`src/rtl/robo_navegador_param.sv`:
```
// rtl/robo_navegador_param.sv - wall-following debris robot controller, Moore FSM with
// stuck detection, burst-length control and saturating telemetry counters.
module robo_navegador_param #(
    parameter int ENTULHO_CICLOS = 4,
    parameter int GIROS_MAX      = 4,
    parameter int PASSOS_W       = 16,
    parameter int ENT_W          = 8
) (
    input  logic                clock,
    input  logic                reset,
    input  logic                enable,
    input  logic                head,
    input  logic                left,
    input  logic                under,
    input  logic                barrier,
    output logic                avancar,
    output logic                girar,
    output logic                recolher_entulho,
    output logic                travado,
    output logic [2:0]          estado,
    output logic [PASSOS_W-1:0] passos,
    output logic [ENT_W-1:0]    entulhos
);

    localparam int GW = $clog2(GIROS_MAX + 1);
    localparam int EW = $clog2(ENTULHO_CICLOS + 1);

    typedef enum logic [2:0] {
        PARADO       = 3'd0,
        AVANCANDO    = 3'd1,
        ROTACIONANDO = 3'd2,
        RETIRANDO    = 3'd3,
        GIRANDO      = 3'd4,
        TRAVADO      = 3'd5
    } estado_t;

    estado_t             state_q, state_d;
    logic [GW-1:0]       cnt_giro_q, cnt_giro_d;
    logic [EW-1:0]       cnt_ent_q, cnt_ent_d;
    logic [PASSOS_W-1:0] passos_q, passos_d;
    logic [ENT_W-1:0]    entulhos_q, entulhos_d;
    logic                burst_done;

    always_comb begin
        state_d    = state_q;
        cnt_giro_d = '0;
        cnt_ent_d  = '0;
        burst_done = 1'b0;

        if (!enable) begin
            state_d = PARADO;
        end else if (under && state_q != TRAVADO) begin
            state_d = PARADO;
        end else begin
            case (state_q)
                PARADO, GIRANDO: begin
                    if (barrier)   state_d = RETIRANDO;
                    else if (head) state_d = ROTACIONANDO;
                    else           state_d = AVANCANDO;
                end
                AVANCANDO: begin
                    if (barrier)    state_d = RETIRANDO;
                    else if (head)  state_d = ROTACIONANDO;
                    else if (!left) state_d = GIRANDO;
                    else            state_d = AVANCANDO;
                end
                ROTACIONANDO: begin
                    if (barrier)
                        state_d = RETIRANDO;
                    else if (!head)
                        state_d = AVANCANDO;
                    else if (cnt_giro_q == GW'(GIROS_MAX - 1))
                        state_d = TRAVADO;
                    else begin
                        state_d    = ROTACIONANDO;
                        cnt_giro_d = cnt_giro_q + GW'(1);
                    end
                end
                RETIRANDO: begin
                    if (cnt_ent_q == EW'(ENTULHO_CICLOS - 1)) begin
                        burst_done = 1'b1;
                        if (barrier)   state_d = RETIRANDO;
                        else if (head) state_d = ROTACIONANDO;
                        else           state_d = AVANCANDO;
                    end else begin
                        state_d   = RETIRANDO;
                        cnt_ent_d = cnt_ent_q + EW'(1);
                    end
                end
                TRAVADO: state_d = TRAVADO;
                default: state_d = PARADO;
            endcase
        end

        passos_d = passos_q;
        if (state_q == AVANCANDO && passos_q != {PASSOS_W{1'b1}})
            passos_d = passos_q + PASSOS_W'(1);

        entulhos_d = entulhos_q;
        if (burst_done && entulhos_q != {ENT_W{1'b1}})
            entulhos_d = entulhos_q + ENT_W'(1);
    end

    always_ff @(posedge clock) begin
        if (reset) begin
            state_q    <= PARADO;
            cnt_giro_q <= '0;
            cnt_ent_q  <= '0;
            passos_q   <= '0;
            entulhos_q <= '0;
        end else begin
            state_q    <= state_d;
            cnt_giro_q <= cnt_giro_d;
            cnt_ent_q  <= cnt_ent_d;
            passos_q   <= passos_d;
            entulhos_q <= entulhos_d;
        end
    end

    assign avancar          = (state_q == AVANCANDO);
    assign girar            = (state_q == ROTACIONANDO) || (state_q == GIRANDO);
    assign recolher_entulho = (state_q == RETIRANDO);
    assign travado          = (state_q == TRAVADO);
    assign estado           = state_q;
    assign passos           = passos_q;
    assign entulhos         = entulhos_q;

endmodule

```
`config.mk`:
```
export PLATFORM = sky130hd
export DESIGN_NAME = robo_navegador_param
export DESIGN_NICKNAME = d
export VERILOG_FILES = /design/src/rtl/robo_navegador_param.sv
export SDC_FILE = /design/constraint.sdc
export NUM_CORES = 1
export LEC_CHECK = 0
export ABC_CLOCK_PERIOD_IN_PS = 2600
export CAP_MARGIN = 20
export CELL_PAD_IN_SITES_DETAIL_PLACEMENT = 1
export CELL_PAD_IN_SITES_GLOBAL_PLACEMENT = 1
export CORE_AREA = 2 2 72 74
export CTS_CLUSTER_DIAMETER = 80
export DETAILED_ROUTE_END_ITERATION = 6
export DIE_AREA = 0 0 74 76
export PLACE_DENSITY = 0.89
export REMOVE_ABC_BUFFERS = 1
export SYNTH_ARGS = -nofsm -noshare
export SYNTH_HDL_FRONTEND = slang
export SYNTH_SLANG_ARGS = --single-unit
```
`constraint.sdc`:
```
create_clock -name clock -period 2.6 [get_ports clock]
set_clock_uncertainty 0.1 [all_clocks]
set_input_delay 0.52 -clock clock [delete_from_list [all_inputs] [get_ports clock]]
set_output_delay 0.52 -clock clock [all_outputs]
set_load 0.1 [all_outputs]
```
Yosys cells after proc, flatten, opt, wreduce, memory -nomap -nowiden
Cells that the tools add are included.

Register bits after elaboration: 33. Bits in latches: 0. Memory bits (writable): 0. Bits in read-only memories: 0. Input bits: 7. Output and inout bits: 31. Logic and storage cells: 46. Memories: 0.

Add/subtract/negate cells: 4. $mul: 0. Divide/modulo/power cells: 0. Order comparisons: 0. Equality and inequality tests: 10. Shifts and indexed selects: 0. Multiplexer cells: 14. Bitwise operators: 4. Reductions and logical operators: 9.

Operator list (count): $mux 3 (7); $add 16x1->16 const B (1); $ne 16x16->1 const B (1); $pmux 3 s5 (1); $eq 3x2->1 const B (4); $add 8x1->8 const B (1); $ne 8x8->1 const B (1); $reduce_or 7->1 (1); $add 3x1->3 const B (2); $eq 3x3->1 const B (2); $reduce_or 5->1 (1); $mux 1 (4); $mux 2 (2); $not 1->1 (4); $eq 3x1->1 const B (1); $logic_and 1x1->1 (3); $logic_not 3->1 (1); $ne 3x3->1 const B (1); $reduce_or 3->1 (1); $reduce_or 2->1 (1); $logic_or 1x1->1 (1).

Longest topological paths before layout
Gate-level depths: netlist (run 1).

Depth in word-level cells: 6. Depth in mapped cells: 7. Gate-level depth less buffers: 6.

Least setup slack after synthesis (run 1)
OpenSTA, ideal clock, no wires.

Kind: reg2reg. Start: reg state_q[0], in the netlist estado[0]. End: reg passos_q[2], in the netlist passos[2]. Setup time: 0.131 ns. Arrival: 3.992 ns. Required time: 2.369 ns. Setup slack: -1.623 ns. Cell stages (with the launch flop): 6. Period minus slack after synthesis: 4.223 ns. Cell sequence: dfxtp_1 > buf_2 > nor3b_1 > nand3_1 > nor2_1 > nor3_1.

Longest elaborated chain between the ends: 2.

RTL lines: from (decl) (line 37) `estado_t state_q, state_d;`; from (signal assigned) (line 112) `state_q <= state_d;`; $eq 3x1->1; named net avancar (line 16) `output logic avancar,`; $logic_and 1x1->1 (line 96) `if (state_q == AVANCANDO && passos_q != {PASSOS_W{1'b1}})`; to (signal assigned) (line 115) `passos_q <= passos_d;`; to (decl) (line 40) `logic [PASSOS_W-1:0] passos_q, passos_d;`.

The timed path passes the listed nets, and every way through them passes these cells. A chain may end at the register's enable or synchronous reset.

Final worst setup path (run 1)
Start: reg state_q[0], in the netlist estado[0]. End: out avancar.

Longest elaborated chain between the ends: 1.

RTL lines: $eq 3x1->1 (line 120) `assign avancar = (state_q == AVANCANDO);`; to (decl) (line 16).

Every way passes these cells.

==> impl_metrics.py, run 1 <==
metrics = {
    "status": {
        "status": "complete, no violations",
    },
    "clocking": {
        "cts_tree": "done",
        "post_cts_resized": 0,
        "numCtsBuffers": 5,
        "post_cts_buffers": 0,
        "clk_path_buf_depth": 2,
        "htree_levels": 2,
        "cts_hold_buf": 0,
        "clk_pin_slew_ns": 0.06,
        "root_buffer": "clkbuf_8",
        "insertion_delay_ns": 0.29,
        "cts.sinks": 33,
    },
    "yosys": {
        "netlist_area_mm2": 0.001720,
        "ys_async_sr_fraction": 0,
        "ys_types": 40,
        "yosysSeqAreaShare": 0.3840,
        "synth_top_area_share": 0.3840,
        "synth-main-ff-cell": "dfxtp_1",
        "yosys.area.top_type": "dfxtp_1",
        "synth_warnings": 0,
        "syn_inst": 203,
        "syn_area_per_cell_um2": 8.475,
        "synth_edf_count": 0,
        "ys_ff_latch": 33,
        "synth.area.top_cells": "dfxtp_1 (38%), a21oi_1 (4.9%), or4_1 (4.8%)",
    },
    "pwr": {
        "p_comb_frac": 0.072,
        "swShare": 0.2448,
        "clockPowerShare": 0.406,
        "power_frac_seq": 0.521,
        "p_sw_uw": 240.8,
        "p_per_area_mw_per_mm2": 447.4,
        "internal-power_uw": 742.6,
        "power_leakage_uw": 0.0008535,
        "ir_drop_v": 0.0002053,
    },
    "floorplan": {
        "dieArea_mm2": 0.005624,
        "ios": 38,
        "die_h_um": 76,
        "die_w_um": 74,
        "rows": 26,
        "start_util": 0.3502,
        "core_mm2": 0.004912,
    },
    "critical_path": {
        "crit_path_max_fanout": 12,
        "arrival_ns": 1.60,
        "critPathKind": "flip-flop to primary output",
        "ff2ff_path_depth": 4,
        "cp-start-kind": "flip-flop",
        "crit_required_ns": 1.98,
        "cp-end-kind": "primary output",
    },
    "routing": {
        "vias_per_cell": 5.561,
        "drt_pass1_iterations": 4,
        "drc_errors": 0,
        "drtIter0Drc": 99,
        "vias": 1735,
        "wl_per_cell_um": 14.09,
        "ant_nets": 0,
        "wl_um": 4397,
    },
    "final_layout": {
        "area_growth_pct": 27.78,
        "final_common_cell": "dfxtp_1",
        "final_cell_mix": "dfxtp_1 (33), buf_4 (31), a21oi_1 (17), nor2_1 (15)",
        "drive_gt1_frac": 0.1942,
        "antenna_cells": 0,
        "nets": 255,
        "design_area_mm2": 0.002198,
    },
    "global_routing": {
        "grt_usage": 0.1702,
        "grt_pass1_vias": 1712,
        "grt_pass1_wl_um": 7741,
        "grt_max_degree": 20,
        "gr-total-overflow": 0,
        "grt_antenna_before_repair": 0,
    },
    "worst_hold_path": {
        "hold_class": "flip-flop to flip-flop",
        "holdPathStages": 1,
    },
    "timing": {
        "min_period_ns": 2.223,
        "drv_slew": 0,
        "finalSetupTns_ns": 0,
        "whs_ns": 0.3266,
        "final_hold_viol_count": 0,
        "layout_worst_path_cycle_share": 0.8550,
        "rsz0062_at_grt": "no",
        "worstMarginPinSlew_ns": 0.6692,
        "finalWorstSetupSlack_ns": 0.3769,
        "setup_violations": 0,
        "slew_headroom": 0.5498,
        "timing.fmax_mhz": 449.8,
    },
    "placed_design": {
        "dpl_cell_area_mm2": 0.002112,
        "routabilityCongestion": 0.7746,
        "dpl_worst_slack_ns": 0.2474,
        "dp_hpwl_um": 3209,
        "port-buffer-count": 37,
    },
    "job": {
        "maxCapViolCount": 0,
    },
}
logic make-up (layout without fill, tap and decap cells):
group,count (synthesis),after routing,share of synthesized area
mux,3,3,0.01818
simple gates,91,91,0.3076
flops,33,33,0.3840
buf+inv,20,59,0.05454
compound gates,50,50,0.1920
fa+ha+maj,6,6,0.04364
layer usage:
metal | global-route usage | vias up | wire length, um
met4 | 0.06545 | 0 | 103
met2 | 0.2696 | 29 | 2056
li1 | - | 856 | -
met3 | 0.04894 | 9 | 167
met5 | 0 | - | 0
met1 | 0.2153 | 841 | 2070
power by group through the flow:
stage	logic [uW]	clock network, uW	registers, uW
after floorplan	26.1	0	537
after global placement	70.5	0	524
after detailed placement	71.6	0	524
after CTS	71.8	415	513
after global routing	76.2	429	513
final	71.2	400	513
worst paths after layout:
check	from	to	slack, ns
worst max-delay path	estado[0]$_SDFF_PP0_	avancar	0.38
worst min-delay path	cnt_giro_q[0]$_SDFF_PP0_	cnt_giro_q[0]$_SDFF_PP0_	0.33
worst max register to register	estado[0]$_SDFF_PP0_	passos[15]$_SDFFE_PP0P_	0.48
worst min register to register	cnt_giro_q[0]$_SDFF_PP0_	cnt_giro_q[0]$_SDFF_PP0_	0.33
critical path, stage by stage (launching register included):
cell	delay (ns)
dfxtp_1	0.54
nor3b_1	0.53
buf_12	0.25
synth_stat cells, types with 4 or more instances:
library cell,n
nand2_1,8
nand4_1,5
o211a_1,4
nor2_1,15
dfxtp_1,33
a31oi_1,5
or4_1,11
nand2b_1,5
nand3_1,12
a21oi_1,17
ha_1,6
nor3_1,10
o31ai_1,8
o21ai_0,5
nor4_1,5
inv_1,12
metrics by stage:
step	instances	total power (uW)	util
3_3_place_gp	305	594.7	0.4300
5_1_grt	312	1019	0.4475
2_1_floorplan	195	563.5	-
4_1_cts	312	999.4	0.4475
3_5_place_dp	305	595.9	0.4300
6_report	312	983.4	0.4475
flip-flops by register name (all words and copies together), names as in the netlist:
name / cells
passos: 16
entulhos: 8
cnt_giro_q: 3
cnt_ent_q: 3
estado: 3
area by class of cell:
cell class                 count  area [um^2]
timing repair buffer          40        352.8
inverter                      12        45.04
clock buffer                   7        86.33
fill                         583         2714
multi-input combinational    150        965.9
tap                           70        87.58
sequential                    33        660.6
No activity file was read; power rests on OpenSTA's default activity.
==> run 2: changes to the inputs <==
--- a/config.mk
+++ b/config.mk
@@ -5,15 +5,15 @@
 export SDC_FILE = /design/constraint.sdc
 export NUM_CORES = 1
 export LEC_CHECK = 0
-export ABC_CLOCK_PERIOD_IN_PS = 2600
+export ABC_CLOCK_PERIOD_IN_PS = 1870
 export CAP_MARGIN = 20
 export CELL_PAD_IN_SITES_DETAIL_PLACEMENT = 1
 export CELL_PAD_IN_SITES_GLOBAL_PLACEMENT = 1
-export CORE_AREA = 2 2 72 74
+export CORE_AREA = 5 5 79 81
 export CTS_CLUSTER_DIAMETER = 80
 export DETAILED_ROUTE_END_ITERATION = 6
-export DIE_AREA = 0 0 74 76
-export PLACE_DENSITY = 0.89
+export DIE_AREA = 0 0 84 86
+export PLACE_DENSITY = 0.84
 export REMOVE_ABC_BUFFERS = 1
 export SYNTH_ARGS = -nofsm -noshare
 export SYNTH_HDL_FRONTEND = slang
==> constraint.sdc (replaced) <==
create_clock -name clock -period 1.87 [get_ports clock]
set_clock_uncertainty 0.1 [all_clocks]
set_input_delay 0.374 -clock clock [delete_from_list [all_inputs] [get_ports clock]]
set_output_delay 0.374 -clock clock [all_outputs]
set_load 0.1 [all_outputs]
==> run 2 against run 1 <==
  * First-iteration DRC count up 27%
  * Setup slack worse by 0.42 ns
  * Critical endpoint is now entulhos[6]$_SDFFE_PP0P_
  * The flow now finishes with violations (negative setup slack)
  * Highest routed layer unchanged
  * Largest power group unchanged
  * Non-clock buffer count up 43
  * Design area up 36%
  * Critical path type is now flip-flop to flip-flop
==> impl_metrics.py, run 2 (synthesized netlist as in run 1, its figures left out) <==
metrics = {
    "timing": {
        "final_hold_viol_count": 0,
        "setup_violations": 1,
        "finalWorstSetupSlack_ns": -0.03906,
        "drv_slew": 0,
        "slew_headroom": 0.6269,
        "min_period_ns": 1.909,
        "timing.fmax_mhz": 523.8,
        "worstMarginPinSlew_ns": 0.5576,
        "layout_worst_path_cycle_share": 1.021,
    },
    "final_layout": {
        "final_common_cell": "buf_4",
        "final_cell_mix": "buf_4 (43), buf_12 (31), dfxtp_1 (27), nor2_1 (15), a21oi_1 (14)",
        "antenna_cells": 0,
        "largest_reg_flops": 16,
        "drive_gt1_frac": 0.3789,
        "design_area_mm2": 0.002995,
        "area_growth_pct": 74.11,
        "nets": 298,
    },
    "global_routing": {
        "gr-total-overflow": 0,
        "grt_max_degree": 20,
        "grt_pass1_wl_um": 9770,
        "grt_antenna_before_repair": 0,
        "grt_usage": 0.1655,
        "grt_pass1_vias": 2086,
    },
    "critical_path": {
        "cp_slowest_stage_delay_ns": 0.40,
        "cp-end-kind": "flip-flop",
        "arrival_ns": 1.97,
        "crit_chain": "ha_4 -> ha_4 -> nand3b_1 -> buf_4 -> nor4_1 -> mux2i_1 -> nor2_1",
        "crit_path_max_fanout": 3,
        "crit_required_ns": 1.93,
        "crit_slowest_cell": "nor4_1",
        "cpMostUsedCell": "ha_4",
        "cp-start-kind": "flip-flop",
        "critPathKind": "flip-flop to flip-flop",
        "reg2reg_setup_slack_ns": -0.04,
    },
    "clocking": {
        "cts_hold_buf": 0,
        "cts.sinks": 33,
        "root_buffer": "clkbuf_8",
        "cts_tree": "done",
        "insertion_delay_ns": 0.29,
        "htree_levels": 2,
        "clk_path_buf_depth": 2,
        "clk_pin_slew_ns": 0.07,
        "numCtsBuffers": 5,
    },
    "placed_design": {
        "routabilityCongestion": 0.7584,
        "dp_hpwl_um": 4245,
        "dpl_worst_slack_ns": -0.3130,
        "dpl_cell_area_mm2": 0.002750,
        "port-buffer-count": 37,
    },
    "worst_hold_path": {
        "hold_class": "flip-flop to flip-flop",
    },
    "routing": {
        "vias": 1970,
        "wl_per_cell_um": 17.47,
        "drc_errors": 0,
        "wl_um": 6237,
        "drtIter0Drc": 126,
        "vias_per_cell": 5.518,
        "ant_nets": 0,
        "drt_pass1_iterations": 4,
    },
    "floorplan": {
        "die_w_um": 84,
        "start_util": 0.3183,
        "rows": 27,
        "die_h_um": 86,
        "core_mm2": 0.005405,
        "ios": 38,
        "dieArea_mm2": 0.007224,
    },
    "pwr": {
        "p_per_area_mw_per_mm2": 467.5,
        "p_total_uw": 1400,
        "ir_drop_v": 0.0002537,
        "power_leakage_uw": 0.001186,
    },
    "status": {
        "status": "finished with violations",
        "violations": "negative setup slack",
    },
    "job": {
        "maxCapViolCount": 0,
    },
}
[run 2: cell types whose count changed in the layout (fill, tap and decap cells not counted), sizes merged]
cell	delta
buf	+43
[run 2: final cells by class]
cell class | instances | area (um^2)
fillers | 625 | 2410
clock buffers | 7 | 86.33
multi-input cells | 150 | 1069
inverters | 12 | 45.04
repair buffers | 83 | 1037
flip-flops and latches | 33 | 668.1
well taps | 72 | 90.09
[run 2: per-layer routing]
metal / wire, um / vias up / global-route usage
met2: 3223 / 53 / 0.3073
met3: 275 / 23 / 0.04611
met5: 0 / - / 0
met1: 2533 / 961 / 0.1856
li1: - / 933 / -
met4: 206 / 0 / 0.04386
[run 2: worst paths after layout]
kind / to / depth (start not counted) / start
max: entulhos[6]$_SDFFE_PP0P_ / 7 / cnt_ent_q[0]$_SDFF_PP0_
min: cnt_giro_q[0]$_SDFF_PP0_ / 1 / cnt_giro_q[0]$_SDFF_PP0_
max reg2reg: entulhos[6]$_SDFFE_PP0P_ / 7 / cnt_ent_q[0]$_SDFF_PP0_
min reg2reg: cnt_giro_q[0]$_SDFF_PP0_ / 1 / cnt_giro_q[0]$_SDFF_PP0_
[run 2: report_power, final]
group	internal, uW	switching, uW
registers	706	2.90
clock network	292	263
logic	57.1	79.8
total	1050	345
[run 2: timing repair]
| item | 4_1_cts | 5_1_grt |
|---|---|---|
| gates resized for setup | 3 | 25 |
| setup buffers | 0 | 5 |
| endpoints found under the setup margin | 6 | 25 |
| pin swaps | 0 | 10 |
[run 2: critical path, delay by kind of cell, from the launching register on]
family / cells / cell delay, ns
buffers and inverters: 1 / 0.16
adder cells (fa/ha/maj): 2 / 0.26
AND/OR/NAND/NOR: 3 / 0.59
multiplexers: 1 / 0.32
flip-flops: 1 / 0.35
[run 2: metrics by stage]
step	util	instances	hold WS, ns	setup TNS [ns]
CTS	0.5275	352	0.3390	-0.02332
global placement	0.5088	345	0.3064	-1.599
floorplan	-	195	0.2990	-25.14
finish	0.5542	357	0.3367	-0.03906
detailed placement	0.5088	345	0.3298	-2.546
global route	0.5542	357	0.3570	-0.1555
==> run 3: changes to the inputs <==
--- a/config.mk
+++ b/config.mk
@@ -6,7 +6,7 @@
 export NUM_CORES = 1
 export LEC_CHECK = 0
 export ABC_CLOCK_PERIOD_IN_PS = 1870
-export CAP_MARGIN = 20
+export CAP_MARGIN = 15
 export CELL_PAD_IN_SITES_DETAIL_PLACEMENT = 1
 export CELL_PAD_IN_SITES_GLOBAL_PLACEMENT = 1
 export CORE_AREA = 5 5 79 81
@@ -15,6 +15,7 @@
 export DIE_AREA = 0 0 84 86
 export PLACE_DENSITY = 0.84
 export REMOVE_ABC_BUFFERS = 1
+export SKIP_LAST_GASP = 1
 export SYNTH_ARGS = -nofsm -noshare
 export SYNTH_HDL_FRONTEND = slang
 export SYNTH_SLANG_ARGS = --single-unit
==> run 3 against run 2 <==
  * The run now ends clean
  * Combinational power about the same
  * First-iteration DRC count down 7.9%
  * Clock power about the same
  * Largest power group unchanged
==> impl_metrics.py, run 3 (synthesized netlist as in run 1, its figures left out) <==
metrics = {
    "status": {
        "status": "complete, no violations",
    },
    "routing": {
        "drc_errors": 0,
        "vias_per_cell": 5.440,
        "ant_nets": 0,
        "wl_per_cell_um": 17.33,
        "drt_pass1_iterations": 4,
        "wl_um": 6187,
        "drtIter0Drc": 116,
        "vias": 1942,
    },
    "final_layout": {
        "final_common_cell": "buf_4",
        "nets": 298,
        "antenna_cells": 0,
        "largest_reg_flops": 16,
        "design_area_mm2": 0.002987,
        "n_fill_cell": 619,
        "final_cell_mix": "buf_4 (45), buf_12 (31), dfxtp_1 (28), nor2_1 (15), a21oi_1 (14)",
        "area_growth_pct": 73.60,
        "utilization": 0.5525,
        "drive_gt1_frac": 0.3754,
    },
    "floorplan": {
        "die_w_um": 84,
        "die_h_um": 86,
        "core_mm2": 0.005405,
        "dieArea_mm2": 0.007224,
        "rows": 27,
        "start_util": 0.3183,
        "ios": 38,
    },
    "clocking": {
        "cts.sinks": 33,
        "insertion_delay_ns": 0.28,
        "numCtsBuffers": 5,
        "cts_hold_buf": 0,
        "htree_levels": 2,
        "root_buffer": "clkbuf_8",
        "cts_tree": "done",
        "clk_path_buf_depth": 2,
        "clk_pin_slew_ns": 0.07,
    },
    "placed_design": {
        "dp_hpwl_um": 4245,
        "dpl_worst_slack_ns": -0.3130,
        "dpl_cell_area_mm2": 0.002750,
        "routabilityCongestion": 0.7584,
        "port-buffer-count": 37,
    },
    "pwr": {
        "swShare": 0.2460,
        "ir_drop_v": 0.0002574,
        "p_comb_frac": 0.097,
        "p_sw_uw": 343.8,
        "clockPowerShare": 0.397,
        "p_per_area_mw_per_mm2": 468.0,
        "p_total_uw": 1398,
        "internal-power_uw": 1054,
        "power_leakage_uw": 0.001184,
        "power_frac_seq": 0.507,
    },
    "global_routing": {
        "grt_usage": 0.1655,
        "gr-total-overflow": 0,
        "grt_pass1_wl_um": 9770,
        "grt_max_degree": 20,
        "grt_pass1_vias": 2086,
        "grt_antenna_before_repair": 0,
    },
    "critical_path": {
        "crit_required_ns": 1.99,
        "cp-start-kind": "flip-flop",
        "crit_path_max_fanout": 8,
        "arrival_ns": 1.95,
        "cp-end-kind": "flip-flop",
        "critPathKind": "flip-flop to flip-flop",
    },
    "timing": {
        "drv_slew": 0,
        "worstMarginPinSlew_ns": 0.5044,
        "finalSetupTns_ns": 0,
        "finalWorstSetupSlack_ns": 0.04416,
        "setup_violations": 0,
        "slew_headroom": 0.6625,
        "rsz0062_at_grt": "yes",
        "layout_worst_path_cycle_share": 0.9764,
        "final_hold_viol_count": 0,
        "timing.fmax_mhz": 547.7,
        "min_period_ns": 1.826,
    },
    "job": {
        "maxCapViolCount": 0,
    },
    "worst_hold_path": {
        "hold_class": "flip-flop to flip-flop",
    },
}
[run 3: cell counts in the layout (fill, tap and decap cells not counted)]
Identical to the previous run, type by type.
[run 3: power groups by stage]
stage / Sequential, uW / Combinational (uW) / Clock, uW
after floorplan: 747 / 36.3 / 0
after global placement: 723 / 126 / 0
after detailed placement: 724 / 130 / 0
after CTS: 708 / 132 / 560
after global routing: 708 / 143 / 588
final: 708 / 135 / 554
[run 3: stage by stage]
stage	std cells	hold WS, ns
after floorplan	195	0.2990
after global placement	345	0.3064
after detailed placement	345	0.3298
after CTS	352	0.3390
after global routing	357	0.3613
final	357	0.3387
[run 3: timing repair]
action / 4_1_cts / 5_1_grt
endpoints found under the setup margin: 6 / 25
gates resized for setup: 3 / 22
cloned: 0 / 0
setup buffers: 0 / 5
pin swaps: 0 / 10
[run 3: worst paths after layout]
check / start / to / slack [ns] / cells past startpoint
worst max-delay path: cnt_ent_q[0]$_SDFF_PP0_ / entulhos[5]$_SDFFE_PP0P_ / 0.04 / 6
worst min-delay path: cnt_giro_q[0]$_SDFF_PP0_ / cnt_giro_q[0]$_SDFF_PP0_ / 0.34 / 1
worst max register to register: cnt_ent_q[0]$_SDFF_PP0_ / entulhos[5]$_SDFFE_PP0P_ / 0.04 / 6
worst min register to register: cnt_giro_q[0]$_SDFF_PP0_ / cnt_giro_q[0]$_SDFF_PP0_ / 0.34 / 1
[run 3: per-layer routing]
layer / up-vias / GRT usage / part of all wire
li1: 939 / - / -
met1: 930 / 0.1856 / 0.42
met2: 55 / 0.3073 / 0.52
met3: 18 / 0.04611 / 0.045
met4: 0 / 0.04386 / 0.022
met5: - / 0 / 0
[run 3: layout make-up]
class | count | area (um^2) | area share
Inverter | 12 | 45.04 | 0.01508
Clock buffer | 7 | 86.33 | 0.02891
Timing Repair Buffer | 83 | 1030 | 0.3448
Sequential cell | 33 | 666.9 | 0.2233
Tap cell | 72 | 90.09 | 0.03016
Multi-Input combinational cell | 150 | 1069 | 0.3578
[run 3: critical path: stages (launching register included)]
cell      delay, ns
dfxtp_2        0.36
ha_4           0.15
ha_4           0.13
nand3b_1       0.11
or2_4          0.31
or4_1          0.47
a21oi_1        0.14
